--- config.mk ---
export PLATFORM = sky130hd
export DESIGN_NAME = next_pc_sequencer
export DESIGN_NICKNAME = d
export VERILOG_FILES = /design/src/rtl/next_pc_sequencer.sv
export SDC_FILE = /design/constraint.sdc
export NUM_CORES = 1
export LEC_CHECK = 0
export ABC_AREA = 1
export CAP_MARGIN = 20
export CELL_PAD_IN_SITES_DETAIL_PLACEMENT = 1
export CELL_PAD_IN_SITES_GLOBAL_PLACEMENT = 1
export CORE_ASPECT_RATIO = 1.25
export CORE_UTILIZATION = 31
export CTS_CLUSTER_SIZE = 25
export DETAILED_ROUTE_END_ITERATION = 8
export PLACE_DENSITY = 0.77
export RECOVER_POWER = 25
export SLEW_MARGIN = 20
export SYNTH_ARGS = -nofsm -noshare
export SYNTH_HDL_FRONTEND = slang
export SYNTH_SLANG_ARGS = --single-unit
export TNS_END_PERCENT = 10
--- constraint.sdc ---
create_clock -name clk -period 2.7 [get_ports clk]
set_input_delay 0.54 -clock clk [delete_from_list [all_inputs] [get_ports clk]]
set_output_delay 0.54 -clock clk [all_outputs]
set_load 0.05 [all_outputs]
--- src/rtl/next_pc_sequencer.sv ---
// next_pc_sequencer: registered next-PC unit for the MIPS datapath.
// Holds the word-addressed PC and resolves branch, jump, jr and exception
// redirects. It also handles the post-reset boot delay, stalls, and halt/resume.

module next_pc_sequencer #(
    parameter int N         = 32,
    parameter int RESET_VEC = 0,
    parameter int EXC_VEC   = 'h20,
    parameter int BOOT_CYC  = 4,
    parameter int CNT_W     = 16
) (
    input  logic               clk,
    input  logic               rst_n,
    input  logic [N-1:0]       rs,
    input  logic [N-1:0]       rt,
    input  logic [25:0]        jta,
    input  logic [1:0]         pc_src,
    input  logic [2:0]         br_type,
    input  logic               instr_valid,
    input  logic               stall,
    input  logic               halt,
    input  logic               resume,
    output logic [N-3:0]       pc,
    output logic               pc_valid,
    output logic [N-3:0]       inc_pc,
    output logic               br_taken,
    output logic               misalign,
    output logic [CNT_W-1:0]   taken_cnt
);

    localparam int PW = N - 2;
    localparam int BW = (BOOT_CYC > 1) ? $clog2(BOOT_CYC) : 1;

    typedef enum logic [1:0] {S_BOOT, S_RUN, S_HALT} state_t;

    state_t             r_state, w_state_next;
    logic [BW-1:0]      r_boot_cnt, w_boot_next;
    logic [PW-1:0]      r_pc, w_target;
    logic [CNT_W-1:0]   r_taken_cnt;
    logic               r_misalign;
    logic               w_advance, w_redirect, w_misalign_set, w_cond;
    logic [PW-1:0]      w_inc_pc, w_imm_sext;
    logic signed [N-1:0] w_rs_s, w_rt_s;

    assign w_inc_pc   = r_pc + PW'(1);
    assign w_imm_sext = {{(PW-16){jta[15]}}, jta[15:0]};
    assign w_rs_s     = $signed(rs);
    assign w_rt_s     = $signed(rt);

    // Branch condition from br_type; only meaningful on the seq/branch path.
    always_comb begin
        // NOTE: every signal written in a combinational block gets a default
        // first, so no path leaves it unassigned and no latch is inferred.
        w_cond = 1'b0;
        case (br_type)
            3'd1:    w_cond = (w_rs_s == w_rt_s);
            3'd2:    w_cond = (w_rs_s != w_rt_s);
            3'd3:    w_cond = (w_rs_s <  0);
            3'd4:    w_cond = (w_rs_s >= 0);
            3'd5:    w_cond = (w_rs_s <= 0);
            3'd6:    w_cond = (w_rs_s >  0);
            default: w_cond = 1'b0;
        endcase
    end

    assign br_taken = (pc_src == 2'd0) && w_cond;

    // Next-PC selection in priority order: exception, jr, jump, branch, sequential.
    always_comb begin
        w_target       = w_inc_pc;
        w_redirect     = 1'b0;
        w_misalign_set = 1'b0;
        case (pc_src)
            2'd3: w_target = PW'(EXC_VEC);
            2'd2: begin
                w_redirect = 1'b1;
                if (rs[1:0] != 2'b00) begin
                    w_target       = PW'(EXC_VEC);
                    w_misalign_set = 1'b1;
                end else begin
                    w_target = rs[N-1:2];
                end
            end
            2'd1: begin
                w_redirect = 1'b1;
                w_target   = {w_inc_pc[PW-1:26], jta};
            end
            default: begin
                if (br_taken) begin
                    w_redirect = 1'b1;
                    w_target   = w_inc_pc + w_imm_sext;
                end
            end
        endcase
    end

    // Sequencer FSM next-state: boot countdown, run/halt transitions.
    always_comb begin
        w_state_next = r_state;
        w_boot_next  = r_boot_cnt;
        w_advance    = 1'b0;
        case (r_state)
            S_BOOT: begin
                if (r_boot_cnt == BW'(BOOT_CYC - 1)) begin
                    w_state_next = S_RUN;
                    w_boot_next  = '0;
                end else begin
                    w_boot_next = r_boot_cnt + BW'(1);
                end
            end
            S_RUN: begin
                w_advance = instr_valid && !stall;
                if (w_advance && halt)
                    w_state_next = S_HALT;
            end
            S_HALT: begin
                if (resume)
                    w_state_next = S_RUN;
            end
            default: w_state_next = S_BOOT;
        endcase
    end

    // State, PC, counter and misalign flag registers.
    always_ff @(posedge clk or negedge rst_n) begin
        // NOTE: sequential state uses non-blocking assignments so every
        // register samples pre-edge values regardless of statement order.
        if (!rst_n) begin
            r_state     <= S_BOOT;
            r_boot_cnt  <= '0;
            r_pc        <= PW'(RESET_VEC);
            r_taken_cnt <= '0;
            r_misalign  <= 1'b0;
        end else begin
            r_state    <= w_state_next;
            r_boot_cnt <= w_boot_next;
            r_misalign <= w_advance && w_misalign_set;
            if (w_advance) begin
                r_pc <= w_target;
                if (w_redirect && (r_taken_cnt != {CNT_W{1'b1}}))
                    r_taken_cnt <= r_taken_cnt + CNT_W'(1);
            end
        end
    end

    assign pc        = r_pc;
    assign inc_pc    = w_inc_pc;
    assign pc_valid  = (r_state == S_RUN);
    assign misalign  = r_misalign;
    assign taken_cnt = r_taken_cnt;

endmodule

==> flow_metrics.py, run 1 <==
metrics = {
    "run_status": {
        "status": "finished with violations",
        "violations": "capacitance limit, slew limit, setup timing",
    },
    "min_path": {
        "hold_path.class": "flip-flop to flip-flop",
    },
    "setup_path": {
        "end_kind": "flip-flop",
        "worstPathRequired_ns": 2.90,
        "path_class": "flip-flop to flip-flop",
        "max_stage_delay_ns": 0.48,
        "path_buf_inv": 2,
        "cp_max_fo": 4,
        "crit_chain": "ha_4, nor3b_4, nand2_2, inv_4, nand4_4, nand3b_1, nand2_2, clkinvlp_4, ha_4, a21oi_2, o21ai_1, a21oi_2, nand3_1, nand2_1, nand2_1, nand3b_1, nand2_1, a21oi_2",
        "crit_slowest_cell": "dfrtp_4",
        "critical_path_arrival_ns": 3.88,
        "critPathTopFamily": "simple AND/OR/NAND/NOR gates",
        "start_kind": "flip-flop",
    },
    "clocking": {
        "clock_sinks": 51,
        "clock_latency_ns": 0.33,
        "cts_root_buffer": "clkbuf_16",
        "htreeDepth": 2,
        "numCtsBuffers": 5,
        "cts_tree": "done",
        "cts.path.max_buffers": 2,
        "path_clk_slew_ns": 0.10,
    },
    "sta": {
        "setup_tns_ns": -19.26,
        "layout_worst_path_cycle_share": 1.36,
        "setup_viol": 52,
        "fin_ws_ns": -0.983,
        "fin_skew_ns": 0.0289,
        "hold_viol_final": 0,
        "rsz0062_at_grt": "yes",
        "max_slew_margin": -0.251,
        "fin_crit_ns": 3.68,
        "slew_viol_final": 27,
        "clock.fmax_mhz": 272,
        "worst_pin_slew_ns": 1.88,
    },
    "placement": {
        "portBuffers": 179,
        "place_inst": 1794,
        "gp_congestion": 0.989,
        "dpl-instance-area_um2": 11200,
        "post-dp-hpwl_mm": 28.8,
    },
    "floorplan": {
        "row_count": 60,
        "start_util": 0.319,
        "dieHeight_um": 169,
        "die_area_um2": 22900,
        "core_um2": 21700,
        "io_pins": 180,
        "fp.dieW_um": 136,
    },
    "synthesis": {
        "ys_top_cells_by_count": "nand2_1, inv_1, nor2_1",
        "yosysSeqAreaShare": 0.185,
        "synthCells": 1130,
        "syn_avg_cell_area_um2": 6.12,
        "ys.flop_type": "dfrtp_1",
        "yosys_warnings": 0,
        "synth_top_area_share": 0.185,
        "synth_area_leaders": "dfrtp_1, nand2_1, inv_1",
        "synth_area_um2": 6920,
        "ys_ff_latch": 51,
        "syn_nets": 1274,
        "synth_edf_count": 0,
        "async_reset_ff_frac": 1.00,
        "ys_types": 44,
        "synth_area_leader_cell": "dfrtp_1",
        "yosysMostFrequentCell": "nand2_1",
    },
    "routing": {
        "ant_nets": 0,
        "drc_errors": 0,
        "routed_wl_mm": 50.1,
        "wire_per_inst_um": 27.3,
        "dr.pass1.iters": 7,
        "via_per_inst": 5.94,
        "drt_iter0_markers": 748,
        "dr_total_vias": 10909,
    },
    "run": {
        "drv_cap": 1,
    },
    "global_route": {
        "antenna_found_initial": 2,
        "grt_pass1_vias": 10976,
        "grt_pass1_wl_mm": 61.2,
        "grt_max_degree": 32,
        "grt_overflow": 0,
        "grtUsageTotal": 0.353,
    },
    "power": {
        "combinationalPowerShare": 0.865,
        "power_switching_mw": 9.60,
        "power.share.switching": 0.560,
        "ir_drop_mv": 0.948,
        "p_seq_frac": 0.087,
        "fin_total_pwr_mw": 17.1,
        "clock_power_share": 0.048,
        "p_per_area_nw_per_um2": 1300,
        "p_int_mw": 7.53,
        "p_leak_nw": 5.87,
    },
    "finish": {
        "finalInstanceArea_um2": 13200,
        "post-route-util": 0.607,
        "stdcell_count": 1836,
        "area_growth_syn_to_layout_pct": 90.4,
        "diodes": 0,
        "drive_above_1_share": 0.419,
        "nNetsFinal": 1700,
    },
}
## path summary, 6_finish.rpt
path                                           start                   endpoint  slack, ns  cells after the start
hold reg to reg            r_boot_cnt[0]$_DFFE_PN0P_  r_boot_cnt[0]$_DFFE_PN0P_       0.49                      1
max in group asynchronous                      rst_n         pc[20]$_DFFE_PN0P_       0.26                      2
setup reg to reg                   pc[1]$_DFFE_PN0P_         pc[23]$_DFFE_PN0P_      -0.98                     18
min in group asynchronous                      rst_n          pc[4]$_DFFE_PN0P_       0.71                      1
setup / recovery                   pc[1]$_DFFE_PN0P_         pc[23]$_DFFE_PN0P_      -0.98                     18
hold / removal             r_boot_cnt[0]$_DFFE_PN0P_  r_boot_cnt[0]$_DFFE_PN0P_       0.49                      1
## cell families after synthesis
logic type,after synthesis,share of synthesized area
multiplexers,1,0.00163
AO/OA/AOI/OAI,193,0.164
XOR/XNOR,79,0.104
AND/OR/NAND/NOR,582,0.362
buffers and inverters,181,0.104
flip-flops,51,0.185
adder cells (fa/ha/maj),43,0.0789
## stage by stage
step,setup slack [ns],hold WS [ns]
3_5_place_dp,-0.654,0.484
5_1_grt,-1.12,0.526
4_1_cts,-0.358,0.284
3_3_place_gp,-0.586,0.460
2_1_floorplan,-0.413,0.244
6_report,-0.983,0.488
## repair_timing
item / in CTS / in global routing
buffers inserted: 16 / 18
endpoints found under the setup margin: 35 / 61
pin swaps: 52 / 90
resized for setup: 165 / 187
hold buffers: 0 / 0
## cell type report
type / count / area (µm²)
Fill cell: 2615 / 8530
Tap cell: 279 / 349
Clock inverter: 3 / 46.3
Clock buffer: 5 / 125
Timing Repair Buffer: 449 / 4130
Inverter: 151 / 582
Sequential cell: 51 / 1310
Multi-Input combinational cell: 898 / 6630
## power by group through the flow
stage	clock (mW)	sequential, mW	combinational (mW)
2_1_floorplan	0	2.42	4.86
3_3_place_gp	0	1.40	10.7
3_5_place_dp	0	1.42	11.0
4_1_cts	0.795	1.42	12.1
5_1_grt	0.841	1.51	15.2
6_report	0.827	1.49	14.8
## flip-flops by register name (all words and copies together), names as in the netlist
register    flops
r_state         2
pc             30
r_boot_cnt      2
misalign        1
taken_cnt      16
## worst register-to-register path, stage by stage, from the launching register on
cell,delay [ns]
dfrtp_4,0.48
ha_4,0.20
nor3b_4,0.29
nand2_2,0.15
inv_4,0.12
nand4_4,0.11
nand3b_1,0.23
nand2_2,0.13
clkinvlp_4,0.14
ha_4,0.30
a21oi_2,0.23
o21ai_1,0.17
a21oi_2,0.16
nand3_1,0.12
nand2_1,0.09
nand2_1,0.05
nand3b_1,0.19
nand2_1,0.28
a21oi_2,0.10
## placed cells by master, fill, tap and decap left out, types with 5 or more instances in the layout
master           synthesis  final
a21oi_1                101     68
nand4_1                 14     14
nand3b_1                24     24
inv_1                  148    114
xor2_4                   0      8
clkdlybuf4s50_1          0    147
nor2_1                 135     95
nor2_4                   2     22
nand2_4                  0     18
ha_4                     0     30
nor3_1                  19      7
xor2_2                   0     11
buf_4                    2    252
nand3_1                 64     48
ha_1                    42     12
o21ai_2                  0      7
nand3_4                  0      7
dfrtp_1                 51     33
nand3_2                  2     11
clkbuf_16                0      5
a21oi_2                 18     47
xor2_1                  37     18
a22o_1                  18     18
nor3_4                   0      9
buf_6                    1     21
buf_12                   1     24
dfrtp_2                  0     15
xnor2_1                 40     36
nand2_1                303    221
nand2_2                  1     62
nor2_2                   5     25
o21ai_1                  1      8
inv_2                    3     32
o21ai_0                 39     25
## metal layers
metal  global-route usage  share of wire
met4                0.251          0.095
met2                0.629           0.49
met1                0.380           0.34
met5                    0        0.00026
met3               0.0455          0.081
(Power assumes the default switching activity.)
==> inputs of run 2 (changes only) <==
- CELL_PAD_IN_SITES_DETAIL_PLACEMENT: 1 -> 0
==> run 2 against run 1 <==
  * The flow still finishes with violations (capacitance limit, slew limit, setup timing)
  * Critical path type unchanged
  * Largest cell class unchanged
  * Register-to-register slack improved by 0.60 ns
  * Non-clock buffer count fell by 16
  * Global-route usage fell by 8.7 points
  * Sequential power fell by 3%
  * Maximum frequency rose by 19%
  * First-iteration DRC count fell by 46%
  * Worst setup slack improved by 0.60 ns
  * Clock skew fell by 0.016 ns
  * Clock power fell by 15%
==> flow_metrics.py, run 2 (same netlist as run 1, synthesis figures left out) <==
metrics = {
    "power": {
        "ir_drop_mv": 0.871,
        "p_per_area_nw_per_um2": 1150,
        "fin_total_pwr_mw": 14.4,
        "p_leak_nw": 5.67,
    },
    "min_path": {
        "hold_end": "r_boot_cnt[0]$_DFFE_PN0P_",
        "min_path_cells": 1,
        "hold_path.startpoint": "r_boot_cnt[0]$_DFFE_PN0P_",
        "hold_path.class": "flip-flop to flip-flop",
    },
    "clocking": {
        "clock_sinks": 51,
        "path_clk_slew_ns": 0.08,
        "clock_latency_ns": 0.31,
        "numCtsBuffers": 5,
        "cts_root_buffer": "clkbuf_16",
        "cts_tree": "done",
        "cts.path.max_buffers": 2,
        "postCtsHoldBufs": 0,
        "htreeDepth": 2,
    },
    "floorplan": {
        "die_area_um2": 22900,
        "core_um2": 21700,
        "dieHeight_um": 169,
        "fp.dieW_um": 136,
        "start_util": 0.319,
        "row_count": 60,
        "io_pins": 180,
    },
    "sta": {
        "clock.fmax_mhz": 324,
        "setup_viol": 29,
        "layout_worst_path_cycle_share": 1.14,
        "whs_ns": 0.493,
        "rsz0062_at_grt": "yes",
        "max_slew_margin": -0.0811,
        "slew_viol_final": 27,
        "fin_crit_ns": 3.08,
        "fin_skew_ns": 0.0126,
        "fin_ws_ns": -0.382,
        "setup_tns_ns": -6.13,
        "hold_viol_final": 0,
        "worst_pin_slew_ns": 1.62,
    },
    "setup_path": {
        "end_kind": "flip-flop",
        "cp_max_fo": 4,
        "path_class": "flip-flop to flip-flop",
        "worstPathRequired_ns": 2.93,
        "r2r_end": "pc[19]$_DFFE_PN0P_",
        "worst_r2r_path_depth": 20,
        "r2r_start": "pc[2]$_DFFE_PN0P_",
        "r2r_slack_ns": -0.38,
        "crit_path_start": "pc[2]$_DFFE_PN0P_",
        "critical_path_arrival_ns": 3.31,
        "start_kind": "flip-flop",
    },
    "routing": {
        "drt_iter0_markers": 404,
        "dr.pass1.iters": 5,
        "drc_errors": 0,
        "ant_nets": 0,
        "routed_wl_mm": 30.6,
        "wire_per_inst_um": 16.8,
        "via_per_inst": 4.84,
        "dr_total_vias": 8802,
    },
    "placement": {
        "portBuffers": 179,
        "gp_congestion": 0.989,
        "place_inst": 1794,
        "post-dp-hpwl_mm": 25.2,
    },
    "finish": {
        "diodes": 0,
        "drive_above_1_share": 0.365,
        "largest_reg_flops": 30,
        "mostFrequentLayoutCells": "nand2_1, buf_4, clkdlybuf4s50_1, inv_1, nor2_1",
        "area_growth_syn_to_layout_pct": 80.4,
        "nNetsFinal": 1684,
        "stdcell_count": 1820,
        "layout_commonest_cell": "nand2_1",
    },
    "global_route": {
        "grt_max_degree": 32,
        "grtUsageTotal": 0.266,
        "grt_pass1_vias": 8898,
        "grt_pass1_wl_mm": 46.8,
        "antenna_found_initial": 0,
        "grt_overflow": 0,
    },
    "run_status": {
        "status": "finished with violations",
        "violations": "capacitance limit, slew limit, setup timing",
    },
    "run": {
        "drv_cap": 1,
    },
}
==> run 2: cell types whose count changed in the layout (fill, tap and decap cells not counted), sizes merged <==
cell           delta
clkdlybuf4s50     -1
dlymetal6s2s      +1
bufinv            -1
buf              -16
inv               +1
==> run 2: power breakdown <==
group / internal, mW / total (mW) / switching (mW)
clock network: 0.356 / 0.703 / 0.348
registers: 1.09 / 1.44 / 0.344
logic: 5.43 / 12.3 / 6.83
total: 6.88 / 14.4 / 7.52
==> run 2: how the worst max path moves through the flow <==
stage | slack, ns | cells after the start | to
floorplan | -0.41 | 19 | pc[24]$_DFFE_PN0P_
global placement | -0.59 | 20 | pc[19]$_DFFE_PN0P_
detailed placement | -0.64 | 20 | pc[19]$_DFFE_PN0P_
CTS | -0.34 | 20 | pc[24]$_DFFE_PN0P_
global route | -0.56 | 22 | pc[29]$_DFFE_PN0P_
finish | -0.38 | 20 | pc[19]$_DFFE_PN0P_
==> run 2: area by class of cell <==
type                            count  area (µm²)
Sequential cell                    51        1310
Tap cell                          279         349
Clock buffer                        5         125
Clock inverter                      3        27.5
Timing Repair Buffer              433        3980
Multi-Input combinational cell    898        6110
Inverter                          151         579
Fill cell                        2116        9220
==> run 2: through the flow <==
step                      cell area (µm²)  setup WS, ns  utilization
after floorplan                      7230        -0.413            -
after global placement              11200        -0.586        0.517
after detailed placement            11200        -0.644        0.517
after CTS                           11900        -0.339        0.550
after global routing                12500        -0.560        0.575
final                               12500        -0.382        0.575
==> run 2: repair_timing <==
item | in CTS | in global routing
gates resized for setup | 113 | 116
setup buffers | 9 | 9
setup endpoints to repair | 33 | 38
pin swaps | 30 | 64
==> run 2: metal layers <==
metal,track usage,vias up,part of all wire
li1,-,4443,-
met1,0.323,4078,0.42
met4,0.115,0,0.046
met3,0.0174,66,0.036
met5,0,-,0
met2,0.476,215,0.50
==> run 2: worst max-delay path, stage by stage (launching register included) <==
cell and delay [ns]:
dfrtp_4 0.45, buf_6 0.11, nand2_4 0.05, nor3b_4 0.22, nand2_2 0.11, buf_4 0.17
xor2_4 0.17, inv_2 0.09, ha_1 0.32, nand2_1 0.15, nor2_2 0.23, inv_1 0.13
o21ai_0 0.17, nand2_1 0.10, nand3_1 0.08, nand2_1 0.05, nand2_1 0.07, inv_1 0.04
nand3_1 0.09, nand2_2 0.07, a21oi_1 0.12
==> inputs of run 3 (changes only) <==
- TNS_END_PERCENT: 10 -> unset
==> run 3 against run 2 <==
  * The flow finishes with violations (setup timing)
  * Cell area up 7.0%
  * Clock skew down 0.0045 ns
  * Register-to-register slack better by 0.05 ns
  * Routed wire length up 2.2%
  * Cell count up 2.0%
  * Sequential share of layout area down 0.61 points
  * Highest routed layer unchanged
==> flow_metrics.py, run 3 (same netlist as run 1, synthesis figures left out) <==
metrics = {
    "run": {
        "drv_cap": 0,
    },
    "min_path": {
        "hold_path.class": "input port to asynchronous set/reset pin",
    },
    "finish": {
        "largest_reg_flops": 30,
        "mostFrequentLayoutCells": "buf_4, nand2_1, inv_1, nor2_1, clkdlybuf4s50_1",
        "nNetsFinal": 1720,
        "area_growth_syn_to_layout_pct": 93.0,
        "diodes": 0,
        "nFillCells": 1947,
        "layout_commonest_cell": "buf_4",
        "drive_above_1_share": 0.428,
    },
    "routing": {
        "routed_wl_mm": 31.3,
        "ant_nets": 0,
        "wire_per_inst_um": 16.9,
        "dr_total_vias": 9147,
        "drt_iter0_markers": 395,
        "via_per_inst": 4.93,
        "dr.pass1.iters": 5,
        "drc_errors": 0,
    },
    "sta": {
        "fin_crit_ns": 3.03,
        "hold_viol_final": 0,
        "setup_tns_ns": -5.01,
        "clock.fmax_mhz": 330,
        "worst_pin_slew_ns": 1.13,
        "fin_ws_ns": -0.334,
        "slew_viol_final": 0,
        "setup_viol": 27,
        "max_slew_margin": 0.245,
        "fin_skew_ns": 0.00811,
        "layout_worst_path_cycle_share": 1.12,
        "rsz0062_at_grt": "yes",
        "whs_ns": 0.400,
    },
    "setup_path": {
        "r2r_end": "pc[22]$_DFFE_PN0P_",
        "crit_slowest_cell": "dfrtp_4",
        "critical_path_arrival_ns": 3.21,
        "crit_chain": "nand2_2, inv_1, nand2_4, nor2_4, buf_4, buf_4, xnor2_2, buf_4, inv_2, ha_4, nand2_2, buf_4, nor3_4, buf_4, nand3_1, nand3b_1, nand2_1, nand2_1, nand3_1, nand2_1, a21oi_2",
        "r2r_start": "pc[4]$_DFFE_PN0P_",
        "crit_top_cell": "buf_4",
        "r2r_slack_ns": -0.33,
        "max_stage_delay_ns": 0.51,
        "start_kind": "flip-flop",
        "path_class": "flip-flop to flip-flop",
        "worst_r2r_path_depth": 21,
        "crit_path_start": "pc[4]$_DFFE_PN0P_",
        "worstPathRequired_ns": 2.88,
        "end_kind": "flip-flop",
        "cp_max_fo": 4,
    },
    "floorplan": {
        "dieHeight_um": 169,
        "io_pins": 180,
        "die_area_um2": 22900,
        "start_util": 0.319,
        "core_um2": 21700,
        "row_count": 60,
        "fp.dieW_um": 136,
    },
    "power": {
        "p_leak_nw": 6.26,
        "p_per_area_nw_per_um2": 1190,
        "ir_drop_mv": 1.46,
    },
    "placement": {
        "portBuffers": 179,
        "post-dp-hpwl_mm": 25.2,
        "post-place-ws_ns": -0.495,
        "gp_congestion": 0.965,
    },
    "global_route": {
        "antenna_found_initial": 0,
        "grt_pass1_vias": 8960,
        "grt_overflow": 0,
        "grtUsageTotal": 0.270,
        "grt_pass1_wl_mm": 47.5,
        "grt_max_degree": 32,
    },
    "clocking": {
        "clock_sinks": 51,
        "clock_latency_ns": 0.30,
        "cts.path.max_buffers": 2,
        "numCtsBuffers": 5,
        "path_clk_slew_ns": 0.08,
        "htreeDepth": 2,
        "cts_root_buffer": "clkbuf_16",
        "cts_tree": "done",
    },
    "run_status": {
        "status": "finished with violations",
        "violations": "setup timing",
    },
}
## run 3: cell count changes in the layout (fill, tap and decap cells not counted), sizes merged, moves of 2 or more
cell           change
buf               +34
clkbuf             +2
clkdlybuf4s50     -54
clkinv             +2
dlygate4sd2       +25
dlymetal6s2s      +29
## run 3: worst max-delay path: cells and delay by family, from the launching register on
| family | cells | cell delay, ns |
|---|---|---|
| DFF | 1 | 0.51 |
| xor gates and xnor gates | 1 | 0.12 |
| buffers and inverters | 7 | 0.87 |
| AOI/OAI and AO/OA | 1 | 0.05 |
| and+or+nand+nor | 11 | 1.07 |
| adders and majority gates | 1 | 0.30 |
## run 3: worst max path at each step
stage                               to  cells after the start
detailed placement  pc[16]$_DFFE_PN0P_                     19
global route        pc[29]$_DFFE_PN0P_                     19
CTS                 pc[19]$_DFFE_PN0P_                     21
global placement    pc[19]$_DFFE_PN0P_                     20
finish              pc[22]$_DFFE_PN0P_                     21
floorplan           pc[24]$_DFFE_PN0P_                     19
## run 3: power breakdown
part           internal (mW)  switching [mW]
Sequential              1.11           0.365
Clock                  0.355           0.339
Combinational           6.13            7.62
## run 3: area by class of cell
type                    count  area (µm²)  share of cell area
multi-input cells         898        6620               0.496
repair buffers            469        4310               0.323
flip-flops and latches     51        1320              0.0986
inverters                 151         604              0.0453
well taps                 279         349              0.0262
clock buffers               5         125             0.00937
clock inverters             3        28.8             0.00216
## run 3: timing repair
action,in CTS,in global routing
hold buffers,0,0
gates resized for setup,225,180
endpoints found under the setup margin,32,37
setup buffers,31,24
pin swaps,103,143
gates cloned,0,0
## run 3: per-layer routing
layer / share of wire / up-vias / routed length [µm] / global-route usage
met5: 0 / - / 0 / 0
met4: 0.047 / 0 / 1480 / 0.136
met3: 0.037 / 68 / 1170 / 0.0207
met2: 0.52 / 252 / 16400 / 0.495
met1: 0.39 / 4298 / 12200 / 0.310
li1: - / 4529 / - / -
## run 3: metrics by stage
step	total power [mW]	instances	utilization	area, µm²
CTS	14.7	1837	0.579	12600
detailed placement	12.6	1799	0.526	11400
global placement	12.5	1799	0.526	11400
global route	16.8	1856	0.615	13300
floorplan	7.53	1130	-	7420
finish	15.9	1856	0.615	13300
